<file path="src/rtl/serial_tx_queue.sv">
// serial_tx_queue: byte FIFO feeding a UART transmitter (8N1, idle-high line).
// Defining UART_TX_PARITY_EN adds an even-parity bit between data and stop (8E1).
module serial_tx_queue #(
    parameter int CLOCK_FREQ = 50_000_000,
    parameter int BAUD_RATE  = 115200,
    parameter int FIFO_DEPTH = 8
) (
    input  logic                          clk,
    input  logic                          rst,
    input  logic [7:0]                    data_in,
    input  logic                          data_in_valid,
    output logic                          data_in_ready,
    output logic                          serial_out,
    output logic                          busy,
    output logic [$clog2(FIFO_DEPTH):0]   fifo_count
);

    localparam int SYMBOL_CYCLES = CLOCK_FREQ / BAUD_RATE;
    localparam int PTR_W         = $clog2(FIFO_DEPTH);
    localparam int CNT_W         = (SYMBOL_CYCLES > 1) ? $clog2(SYMBOL_CYCLES) : 1;
    localparam logic [CNT_W-1:0] BAUD_LAST  = CNT_W'(SYMBOL_CYCLES - 1);
    localparam logic [PTR_W:0]   FULL_COUNT = (PTR_W + 1)'(FIFO_DEPTH);
    localparam logic [PTR_W:0]   ZERO_COUNT = (PTR_W + 1)'(0);

`ifdef UART_TX_PARITY_EN
    typedef enum logic [2:0] {
        S_IDLE   = 3'd0,
        S_START  = 3'd1,
        S_DATA   = 3'd2,
        S_PARITY = 3'd3,
        S_STOP   = 3'd4
    } state_t;

    function automatic logic even_parity(input logic [7:0] d);
        return ^d;
    endfunction
`else
    typedef enum logic [2:0] {
        S_IDLE  = 3'd0,
        S_START = 3'd1,
        S_DATA  = 3'd2,
        S_STOP  = 3'd4
    } state_t;
`endif

    logic [7:0]       r_mem [FIFO_DEPTH];
    logic [PTR_W-1:0] r_wr_ptr;
    logic [PTR_W-1:0] r_rd_ptr;
    logic [PTR_W:0]   r_count;
    state_t           r_state;
    logic [CNT_W-1:0] r_baud_cnt;
    logic [2:0]       r_bit_idx;
    logic [7:0]       r_shift;
    logic             r_serial;
`ifdef UART_TX_PARITY_EN
    logic             r_parity;
`endif

    logic       w_full;
    logic       w_push;
    logic       w_baud_done;
    logic       w_pop;
    logic [7:0] w_head;

    assign w_full      = (r_count == FULL_COUNT);
    assign w_push      = data_in_valid && !w_full;
    assign w_baud_done = (r_baud_cnt == BAUD_LAST);
    // A pop happens only when the FSM is about to start a frame: from idle, or straight out of a stop bit.
    assign w_pop       = (r_count != ZERO_COUNT) &&
                         ((r_state == S_IDLE) || ((r_state == S_STOP) && w_baud_done));
    assign w_head      = r_mem[r_rd_ptr];

    assign data_in_ready = !w_full;
    assign serial_out    = r_serial;
    assign busy          = (r_state != S_IDLE) || (r_count != ZERO_COUNT);
    assign fifo_count    = r_count;

    // Queue storage: written only on an accepted push, so queued bytes never follow data_in.
    always_ff @(posedge clk) begin
        if (w_push) begin
            r_mem[r_wr_ptr] <= data_in;
        end
    end

    // Queue pointers and occupancy; pointers wrap naturally at the power-of-two depth.
    always_ff @(posedge clk or negedge rst) begin
        if (!rst) begin
            r_wr_ptr <= {PTR_W{1'b0}};
            r_rd_ptr <= {PTR_W{1'b0}};
            r_count  <= ZERO_COUNT;
        end else begin
            if (w_push) begin
                r_wr_ptr <= r_wr_ptr + PTR_W'(1);
            end
            if (w_pop) begin
                r_rd_ptr <= r_rd_ptr + PTR_W'(1);
            end
            case ({w_push, w_pop})
                2'b10:   r_count <= r_count + (PTR_W + 1)'(1);
                2'b01:   r_count <= r_count - (PTR_W + 1)'(1);
                default: r_count <= r_count;
            endcase
        end
    end

    // Transmit FSM; serial_out is registered and each state holds its bit for SYMBOL_CYCLES.
    always_ff @(posedge clk or negedge rst) begin
        if (!rst) begin
            r_state    <= S_IDLE;
            r_baud_cnt <= {CNT_W{1'b0}};
            r_bit_idx  <= 3'd0;
            r_shift    <= 8'h00;
            r_serial   <= 1'b1;
`ifdef UART_TX_PARITY_EN
            r_parity   <= 1'b0;
`endif
        end else begin
            case (r_state)
                S_IDLE: begin
                    r_baud_cnt <= {CNT_W{1'b0}};
                    if (w_pop) begin
                        r_shift  <= w_head;
`ifdef UART_TX_PARITY_EN
                        r_parity <= even_parity(w_head);
`endif
                        r_state  <= S_START;
                        r_serial <= 1'b0;
                    end else begin
                        r_serial <= 1'b1;
                    end
                end
                S_START: begin
                    if (w_baud_done) begin
                        r_baud_cnt <= {CNT_W{1'b0}};
                        r_bit_idx  <= 3'd0;
                        r_serial   <= r_shift[0];
                        r_shift    <= {1'b0, r_shift[7:1]};
                        r_state    <= S_DATA;
                    end else begin
                        r_baud_cnt <= r_baud_cnt + CNT_W'(1);
                    end
                end
                S_DATA: begin
                    if (w_baud_done) begin
                        r_baud_cnt <= {CNT_W{1'b0}};
                        if (r_bit_idx == 3'd7) begin
`ifdef UART_TX_PARITY_EN
                            r_serial <= r_parity;
                            r_state  <= S_PARITY;
`else
                            r_serial <= 1'b1;
                            r_state  <= S_STOP;
`endif
                        end else begin
                            r_bit_idx <= r_bit_idx + 3'd1;
                            r_serial  <= r_shift[0];
                            r_shift   <= {1'b0, r_shift[7:1]};
                        end
                    end else begin
                        r_baud_cnt <= r_baud_cnt + CNT_W'(1);
                    end
                end
`ifdef UART_TX_PARITY_EN
                S_PARITY: begin
                    if (w_baud_done) begin
                        r_baud_cnt <= {CNT_W{1'b0}};
                        r_serial   <= 1'b1;
                        r_state    <= S_STOP;
                    end else begin
                        r_baud_cnt <= r_baud_cnt + CNT_W'(1);
                    end
                end
`endif
                S_STOP: begin
                    if (w_baud_done) begin
                        r_baud_cnt <= {CNT_W{1'b0}};
                        if (w_pop) begin
                            r_shift  <= w_head;
`ifdef UART_TX_PARITY_EN
                            r_parity <= even_parity(w_head);
`endif
                            r_serial <= 1'b0;
                            r_state  <= S_START;
                        end else begin
                            r_serial <= 1'b1;
                            r_state  <= S_IDLE;
                        end
                    end else begin
                        r_baud_cnt <= r_baud_cnt + CNT_W'(1);
                    end
                end
                default: begin
                    r_baud_cnt <= {CNT_W{1'b0}};
                    r_serial   <= 1'b1;
                    r_state    <= S_IDLE;
                end
            endcase
        end
    end

endmodule

</file>
<file path="config.mk">
export PLATFORM = sky130hd
export DESIGN_NAME = serial_tx_queue
export DESIGN_NICKNAME = d
export VERILOG_FILES = /design/src/rtl/serial_tx_queue.sv
export SDC_FILE = /design/constraint.sdc
export NUM_CORES = 1
export LEC_CHECK = 0
export CAP_MARGIN = 15
export CORE_UTILIZATION = 54
export DETAILED_ROUTE_END_ITERATION = 8
export PLACE_DENSITY = 0.75
export SETUP_SLACK_MARGIN = 0.5
export SYNTH_ARGS = -nofsm -noshare
export SYNTH_HDL_FRONTEND = slang
export SYNTH_SLANG_ARGS = --single-unit
</file>
<file path="constraint.sdc">
create_clock -name clk -period 2.4 [get_ports clk]
set_input_delay 0.6 -clock clk [delete_from_list [all_inputs] [get_ports clk]]
set_output_delay 0.6 -clock clk [all_outputs]
set_load 0.03 [all_outputs]
</file>
==> metrics list, run 1 <==
- The flow ran to the end, and the final reports show no timing, DRC or antenna violations.
* Hold buffer count at cts: 0
- Wire length of the first global-routing pass: 12800 µm
- The worst-case IR drop observed on VDD is 0.558 mV.
- After the first detailed-routing iteration, the DRC count stood at 144.
- Across the routed clock network, the largest skew measured is 0.00968 ns.
- Global routing used 20.4% of the available tracks.
- Type of the worst setup path: flop to flop
- Adding up every negative setup slack in the final design gives 0 ns.
- For this run, the share of the core covered by cells in the final layout is 67.0%.
- Measured along the x axis, the die boundary spans 91.4 µm.
- Filler cell count in the final layout: 502
- After the last flow step, the layout net total stands at 338.
- In this run the worst setup path begins at fifo_count[2].
- Buf+Inv Stages, Crit Path: 2
* Clock root buffer: sky130_fd_sc_hd__clkbuf_8
* Cell class contributing the biggest share of worst-path delay: simple AND/OR/NAND/NOR gates
- Via count of the first global-routing pass: 2482
* Maximum clock rate: 438 MHz
- At the worst endpoint, the required time is 2.66 ns.
* I/O pin cnt: 18
- Of all cell types, the one taking the most synthesized area is sky130_fd_sc_hd__edfxtp_1.
- Layout area overhead: 20.0%
- The number of max-slew violations in the final report is 0.
- Antenna violations before repair: 0
* Residual DRC count: 0
- Share of async-settable or async-resettable flops after synthesis: 34.7%
- In this run the standard cell core region covers 0.00773 mm².
- Leak Pwr: 1.90 nW
- Entering global routing, the biggest net connects 35 pins.
* CP endpoint: fifo_count[3]
- The startpoint identified for the worst register-to-register timing path is fifo_count[2].
- Post-route antenna net violation count: 0
- Setup slack on the worst reg-to-reg path comes out at 0.12 ns.
- Using the TritonRoute via totals, the vias-per-cell ratio works out to 5.66.
* Total overflow reported by the global router: 0
- For the finished layout, the period the worst path requires is 2.28 ns.
* Type of origin of the critical path: flop
* Clock Tree Buf Depth: 2
- After detailed routing, the total wire length is 7690 µm.
* Number of instances in the synthesized netlist: 269
- Type of destination of the critical path: flop
- The finished layout holds 425 standard cells, fillers aside.
- In the final layout, the multi-input gates occupy 0.00157 mm².
- The worst path uses 95.1% of the clock period.
* Average instance area after synthesis: 16.0 µm²
* Number of synthesized flops with an enable pin: 64
* Worst r2r dst: fifo_count[3]
- Final hold violations: 0
- Walking the worst path, the cells encountered are or4_4 > buf_6 > nand3_4 > inv_4 > ha_4 > nand3b_1 > a21o_2 > a2111o_1 > o311ai_2.
* YS warnings: 0
- Transition at the pin with the smallest max-transition slack: 0.564 ns
* Top-area cell type share of the netlist area: 44.5%
- Counting tap cells, the placed design contains a total of 400 instances.
- The worst pin sits at a relative slew slack of 62.4%.
- H-tree depth: 3
- For the worst flop-to-flop path, the logic depth is 9.
* Number of optimization iterations in the first detailed-route pass: 4
* Clock latency reported for the late side of the worst-skew pair: 0.36 ns
- In the final routed layout, each cell accounts on average for 18.1 µm.
- Setup violations remaining at the end of the flow were counted as 0.
- Counting instances, the worst hold path has a depth of 1.
- At the end of routability-driven placement, the weighted congestion stood at 0.865.
- Clock-pin slew was measured on the worst setup and hold paths at 0.10 ns.
- Counting every net in the synthesized netlist gives 289.
* Proportion of layout cells with a drive suffix above 1: 36.8%
- Proportion of synthesized chip area in sequential cells: 64.3%
- Power spread over the standard cell area amounts to 944 mW/mm².
- In this run, synthesis produced a sequential element count of 98.
* Area of the die: 0.00835 mm²
* Number of maximum-capacitance constraint violations: 0
* Endpoint arrival time on the critical path: 2.54 ns
- Antenna cell count: 0
- Unrepaired setup endpoints after global routing: yes
* Unique cell type count in the Yosys netlist: 53
- OpenSTA, run right after detailed placement, puts the worst setup slack at 0.0194 ns.
- TritonCTS built the clock tree.
- From bottom edge to top edge, the die measures 91.4 µm.
- In this run the worst path has a maximum fanout of 4.
* Count of input and output buffers: 17
- Among all stages on the critical path, the largest delay is contributed by sky130_fd_sc_hd__or4_4.
- Total standard cell area after synthesis: 0.00431 mm²
* Placed wire-length estimate: 5060 µm
- Std-Cell Rows: 32
* Total number of vias: 2404
* Initial standard-cell utilization of the core: 55.8%
* Hold WC Path Type: flop to flop
- Across the whole layout, storage elements account for 0.00278 mm².
- The most used flip-flop cell after synthesis is sky130_fd_sc_hd__edfxtp_1.
- In this run the number of cells on the critical path is 9.
- Total clock buffers created by CTS: 9
* Leading post-synthesis cells by cell area: sky130_fd_sc_hd__edfxtp_1, sky130_fd_sc_hd__dfrtp_1, sky130_fd_sc_hd__mux4_2, sky130_fd_sc_hd__mux2_2, sky130_fd_sc_hd__ha_1
- Delay of the slowest critical-path stage: 0.54 ns
- CTS Sinks: 98
- Setup WS post-layout: 0.119 ns
## cell type report
class                           count  area share, %
Timing Repair Buffer               48           8.75
Inverter                            8          0.628
Clock inverter                      7           1.69
Tap cell                          102           2.47
Multi-Input combinational cell    153           30.4
Sequential cell                    98           53.7
Clock buffer                        9           2.39
## timing repair
| item | CTS | global route |
|---|---|---|
| setup endpoints to repair | 21 | 71 |
| resized for setup | 30 | 12 |
| buffers inserted | 6 | 3 |
| pin swaps | 5 | 4 |
## how the worst min path moves through the flow
| stage | startpoint | slack, ns | end |
|---|---|---|---|
| after floorplan | rst | 0.30 | fifo_count[0] |
| after global placement | r_bit_idx[1] | 0.49 | r_bit_idx[1] |
| after detailed placement | r_bit_idx[1] | 0.49 | r_bit_idx[1] |
| after CTS | r_baud_cnt[0] | 0.52 | r_baud_cnt[0] |
| after global routing | r_baud_cnt[0] | 0.53 | r_baud_cnt[0] |
| final | r_baud_cnt[0] | 0.49 | r_baud_cnt[0] |
## synth_stat cells (all sizes together), types with 4 or more instances
cell type and number:
xnor2 8, dfrtp 33, inv 8, edfxtp 64
nor2 19, ha 9, mux4 16, nand2 10
nand3 8, mux2 24, a21oi 5, nor3 4
xor2 7, buf 7, nand2b 4
## cells by family after synthesis
family	synth area share (%)
flops	64.3
simple gates	7.43
mux	16.2
compound gates	4.21
buf+inv	2.23
xor+xnor	3.05
fa+ha+maj	2.61
## registers in the layout, indices dropped and copies added (netlist names)
signal	cells
r_mem	64
r_baud_cnt	9
r_shift	8
fifo_count	4
r_bit_idx	3
r_rd_ptr	3
r_state	3
r_wr_ptr	3
serial_out	1
## layout by cell type, fill, tap and decap left out, drive strengths merged, types with 2 or more instances in the layout
cell	synthesis	final
edfxtp	64	64
a21o	2	2
nand2b	4	4
clkbuf	3	12
nand4	3	3
nand3	8	8
nor3	4	4
nand2	10	10
clkdlybuf4s15	0	2
mux4	16	16
o21ai	2	2
dfrtp	33	33
clkdlybuf4s50	0	10
a21oi	5	5
xnor2	8	8
nor2	19	19
or2	2	2
inv	8	13
mux2i	3	3
a22o	2	2
ha	9	9
xor2	7	7
buf	7	33
nand3b	2	2
mux2	24	24
## per-layer routing
metal  vias up  GRT usage (%)  part of all wire, %
met2        33           33.9                   51
met5         -              0                    0
li1       1128              -                    -
met4         0           7.41                  1.7
met1      1231           27.2                   45
met3        12           3.43                  2.4
## worst register-to-register path: cells and delay by family, from the launching register on
family                     cells  cell delay, ns
and+or+nand+nor                3            0.76
DFF                            1            0.41
adders and majority gates      1            0.16
buffers and inverters          2            0.19
AOI/OAI and AO/OA              3            0.66
## metrics by stage
stage | hold WS [ns] | instance area (µm²) | total power [mW]
2_1_floorplan | 0.304 | 4410 | 3.24
3_3_place_gp | 0.488 | 4850 | 3.71
3_5_place_dp | 0.490 | 4850 | 3.76
4_1_cts | 0.520 | 5130 | 4.89
5_1_grt | 0.534 | 5180 | 5.14
6_report | 0.492 | 5180 | 4.88
## where the power goes
| group | leakage, nW | total, mW | switching (mW) | internal (mW) |
|---|---|---|---|---|
| combinational | 0.798 | 1.42 | 0.687 | 0.735 |
| clock | 0.109 | 1.12 | 0.607 | 0.509 |
| sequential | 0.998 | 2.35 | 0.210 | 2.14 |
Note: power is estimated with default switching activity, not from simulation.
==> run 2: changes to the inputs <==
--- a/config.mk
+++ b/config.mk
@@ -6,9 +6,11 @@
 export NUM_CORES = 1
 export LEC_CHECK = 0
 export CAP_MARGIN = 15
-export CORE_UTILIZATION = 54
+export CORE_MARGIN = 2
+export CORE_UTILIZATION = 56
+export CTS_BUF_LIST = sky130_fd_sc_hd__clkbuf_4 sky130_fd_sc_hd__clkbuf_8
 export DETAILED_ROUTE_END_ITERATION = 8
-export PLACE_DENSITY = 0.75
+export PLACE_DENSITY = 0.77
 export SETUP_SLACK_MARGIN = 0.5
 export SYNTH_ARGS = -nofsm -noshare
 export SYNTH_HDL_FRONTEND = slang
==> metrics list, run 2 (synthesized netlist as in run 1, its figures left out) <==
* Status: completed
- Type of the worst setup path: flop to flop
- Antenna violations before repair: 0 (unchanged)
- Maximum clock rate: 438 MHz (about the same)
- The largest registers in the layout are r_mem: 64 flops, r_baud_cnt: 9 flops, r_shift: 8 flops.
- Final hold violations: 0 (unchanged)
- The diode insertion count for antenna repair is 0 (unchanged).
- The total design power is 4.90 mW (+0.25%).
- Power per standard cell area: 938 mW/mm² (-0.62%)
* Final setup TNS: 0 ns (unchanged)
* Core outline area: 0.00761 mm² (-1.6%)
* Total number of vias: 2375 (-1.2%)
* Hold WC Path Type: flop to flop
- Compared with the post-synthesis result, the final layout area differs by 21.0%.
- Final period demand of the worst path: 2.28 ns (+0.0000940 ns)
* Routed via count divided by cell count: 5.56 (-1.7%)
* DRT iter0 DRCs: 116 (-19%)
* CP max FO: 5 (+1)
- Transition at the pin with the smallest max-transition slack: 0.509 ns (-0.0551 ns)
- Setup repair after global routing could not meet its margin everywhere.
- The post-layout worst setup margin was 0.119 ns (-0.0000940 ns).
- The final instance area was 0.00522 mm² (+0.87%).
* Endpoint arrival time on the critical path: 2.53 ns (about the same)
- Register bank with the most flops: r_mem
- Floorplan die height: 91.8 µm (+0.43%)
- The via count of the first global-routing pass is 2430 (-2.1%).
* RePlAce Congestion: 0.874 (+1.1%)
* Clock tree from TritonCTS: done
- The H-tree depth came to 3 (unchanged).
* Leak Pwr: 1.92 nW (+0.61%)
* Detailed Route WL: 7410 µm (-3.7%)
* Residual DRC count: 0 (unchanged)
- I/O pin cnt: 18 (unchanged)
* Clock-pin slew of the registers on the worst-case setup and hold paths: 0.10 ns (about the same)
- The layout cell share with drive strength beyond 1 was 36.9% (+0.081 points).
- Type of destination of the critical path: flop
- Area of the die: 0.00842 mm² (+0.86%)
- Place WS: 0.0381 ns (+0.0187 ns)
- Die extent in x: 91.8 µm (+0.43%)
* Clock root buffer: sky130_fd_sc_hd__clkbuf_8
- Initial standard-cell utilization of the core: 56.7% (+0.88 points)
- GRT met3 Usage: 4.27% (+0.84 points)
- Global-route usage over all layers: 19.1% (-1.3 points)
- Type of origin of the critical path: flop
* Worst Path Required: 2.65 ns (about the same)
- The maximum number of pins on one net before global-route repair was 35 (unchanged).
- Placed wire-length estimate: 4770 µm (-5.8%)
- Wire length of the first global-routing pass: 12200 µm (-4.7%)
- In this run the most used layer during global routing was met2.
- The number of core rows was 32 (unchanged).
- The total placed cells including tap cells was 399 (-0.25%).
- Count of final setup violators: 0 (unchanged)
- Share of the clock period used by the worst path: 95.1% (about the same)
* Met2 Resource Use GR: 32.0% (-1.9 points)
- Total overflow reported by the global router: 0 (unchanged)
- The number of iterations in the first detailed-routing pass is 4 (unchanged).
- The clock buffer count from CTS is 9 (unchanged).
* Peak VDD IR: 0.591 mV (+5.8%)
- The global-route track usage on met1 is 25.2% (-2.0 points).
- The worst slew margin relative to its limit is 66.1% (+3.7 points).
- The hold buffer count at CTS was 0 (unchanged).
- Setup clock skew after layout: 0.00704 ns (-0.00264 ns)
- The reg2reg setup slack is 0.12 ns (about the same).
- Placed cell area: 0.00485 mm² (+0.10%)
- Count of input and output buffers: 17 (unchanged)
- Number of maximum-capacitance constraint violations: 0 (unchanged)
* Most common cell after layout, fill and taps aside: sky130_fd_sc_hd__edfxtp_1
- CTS Sinks: 98 (unchanged)
- The number of flip-flops under the largest register name was 64 (unchanged).
- The clock network latency to the later pin of the worst-skew pair is 0.35 ns (about the same).
- Final Instance Count excl. Fillers: 427 (+0.47%)
- The count of antenna-violating nets left after detailed routing is 0 (unchanged).
- The final layout net count came to 340 (+0.59%).
- Routed length per placed instance: 17.3 µm (-4.1%)
- The top cell types in the final layout, fill and taps aside, are sky130_fd_sc_hd__edfxtp_1, sky130_fd_sc_hd__dfrtp_1, sky130_fd_sc_hd__buf_4.
- Count of final max-slew check failures: 0 (unchanged)
* Clock Tree Buf Depth: 2 (unchanged)
## run 2: routing by layer
| layer | wire, µm | vias to the layer above |
|---|---|---|
| met5 | 0 | - |
| met2 | 3790 | 30 |
| met4 | 82 | 0 |
| met1 | 3360 | 1198 |
| li1 | - | 1139 |
| met3 | 183 | 8 |
## run 2: path summary, 6_finish.rpt
check | endpoint | startpoint | cells after the start
min in group asynchronous | r_state[2] | rst | 2
max | fifo_count[2] | fifo_count[3] | 11
max in group asynchronous | serial_out | rst | 2
max reg2reg | fifo_count[2] | fifo_count[3] | 11
min reg2reg | r_baud_cnt[0] | r_baud_cnt[0] | 1
min | r_baud_cnt[0] | r_baud_cnt[0] | 1
## run 2: timing repair
action,CTS,global route
resized for setup,36,8
endpoints found under the setup margin,53,92
buffers inserted,8,4
pin swaps,5,3
## run 2: area by class of cell
| cell class | count | area (µm²) |
|---|---|---|
| Sequential cell | 98 | 2780 |
| Fill cell | 499 | 2390 |
| Multi-Input combinational cell | 153 | 1570 |
| Timing Repair Buffer | 50 | 490 |
| Tap cell | 102 | 128 |
| Clock buffer | 9 | 124 |
| Clock inverter | 7 | 95.1 |
| Inverter | 8 | 32.5 |
## run 2: metrics by stage
stage / hold WS [ns] / utilization [%]
floorplan: 0.304 / -
finish: 0.517 / 68.6
global route: 0.541 / 68.6
CTS: 0.521 / 68.2
detailed placement: 0.499 / 63.8
global placement: 0.492 / 63.8
## run 2: where the power goes
part / leakage [nW] / switching [mW] / internal (mW) / total, mW
Combinational: 0.807 / 0.680 / 0.748 / 1.43
Clock: 0.111 / 0.608 / 0.513 / 1.12
Sequential: 0.998 / 0.213 / 2.14 / 2.35
Total: 1.92 / 1.50 / 3.40 / 4.90
## run 2: worst max-delay path: stages (launching register included)
cell                      delay (ns)
sky130_fd_sc_hd__dfrtp_2        0.41
sky130_fd_sc_hd__or4_4          0.54
sky130_fd_sc_hd__buf_6          0.14
sky130_fd_sc_hd__nand3_4        0.08
sky130_fd_sc_hd__inv_4          0.05
sky130_fd_sc_hd__ha_4           0.16
sky130_fd_sc_hd__xor2_1         0.14
sky130_fd_sc_hd__ha_2           0.17
sky130_fd_sc_hd__a21oi_2        0.12
sky130_fd_sc_hd__xor2_1         0.16
sky130_fd_sc_hd__nor2_1         0.06
sky130_fd_sc_hd__xor2_1         0.13
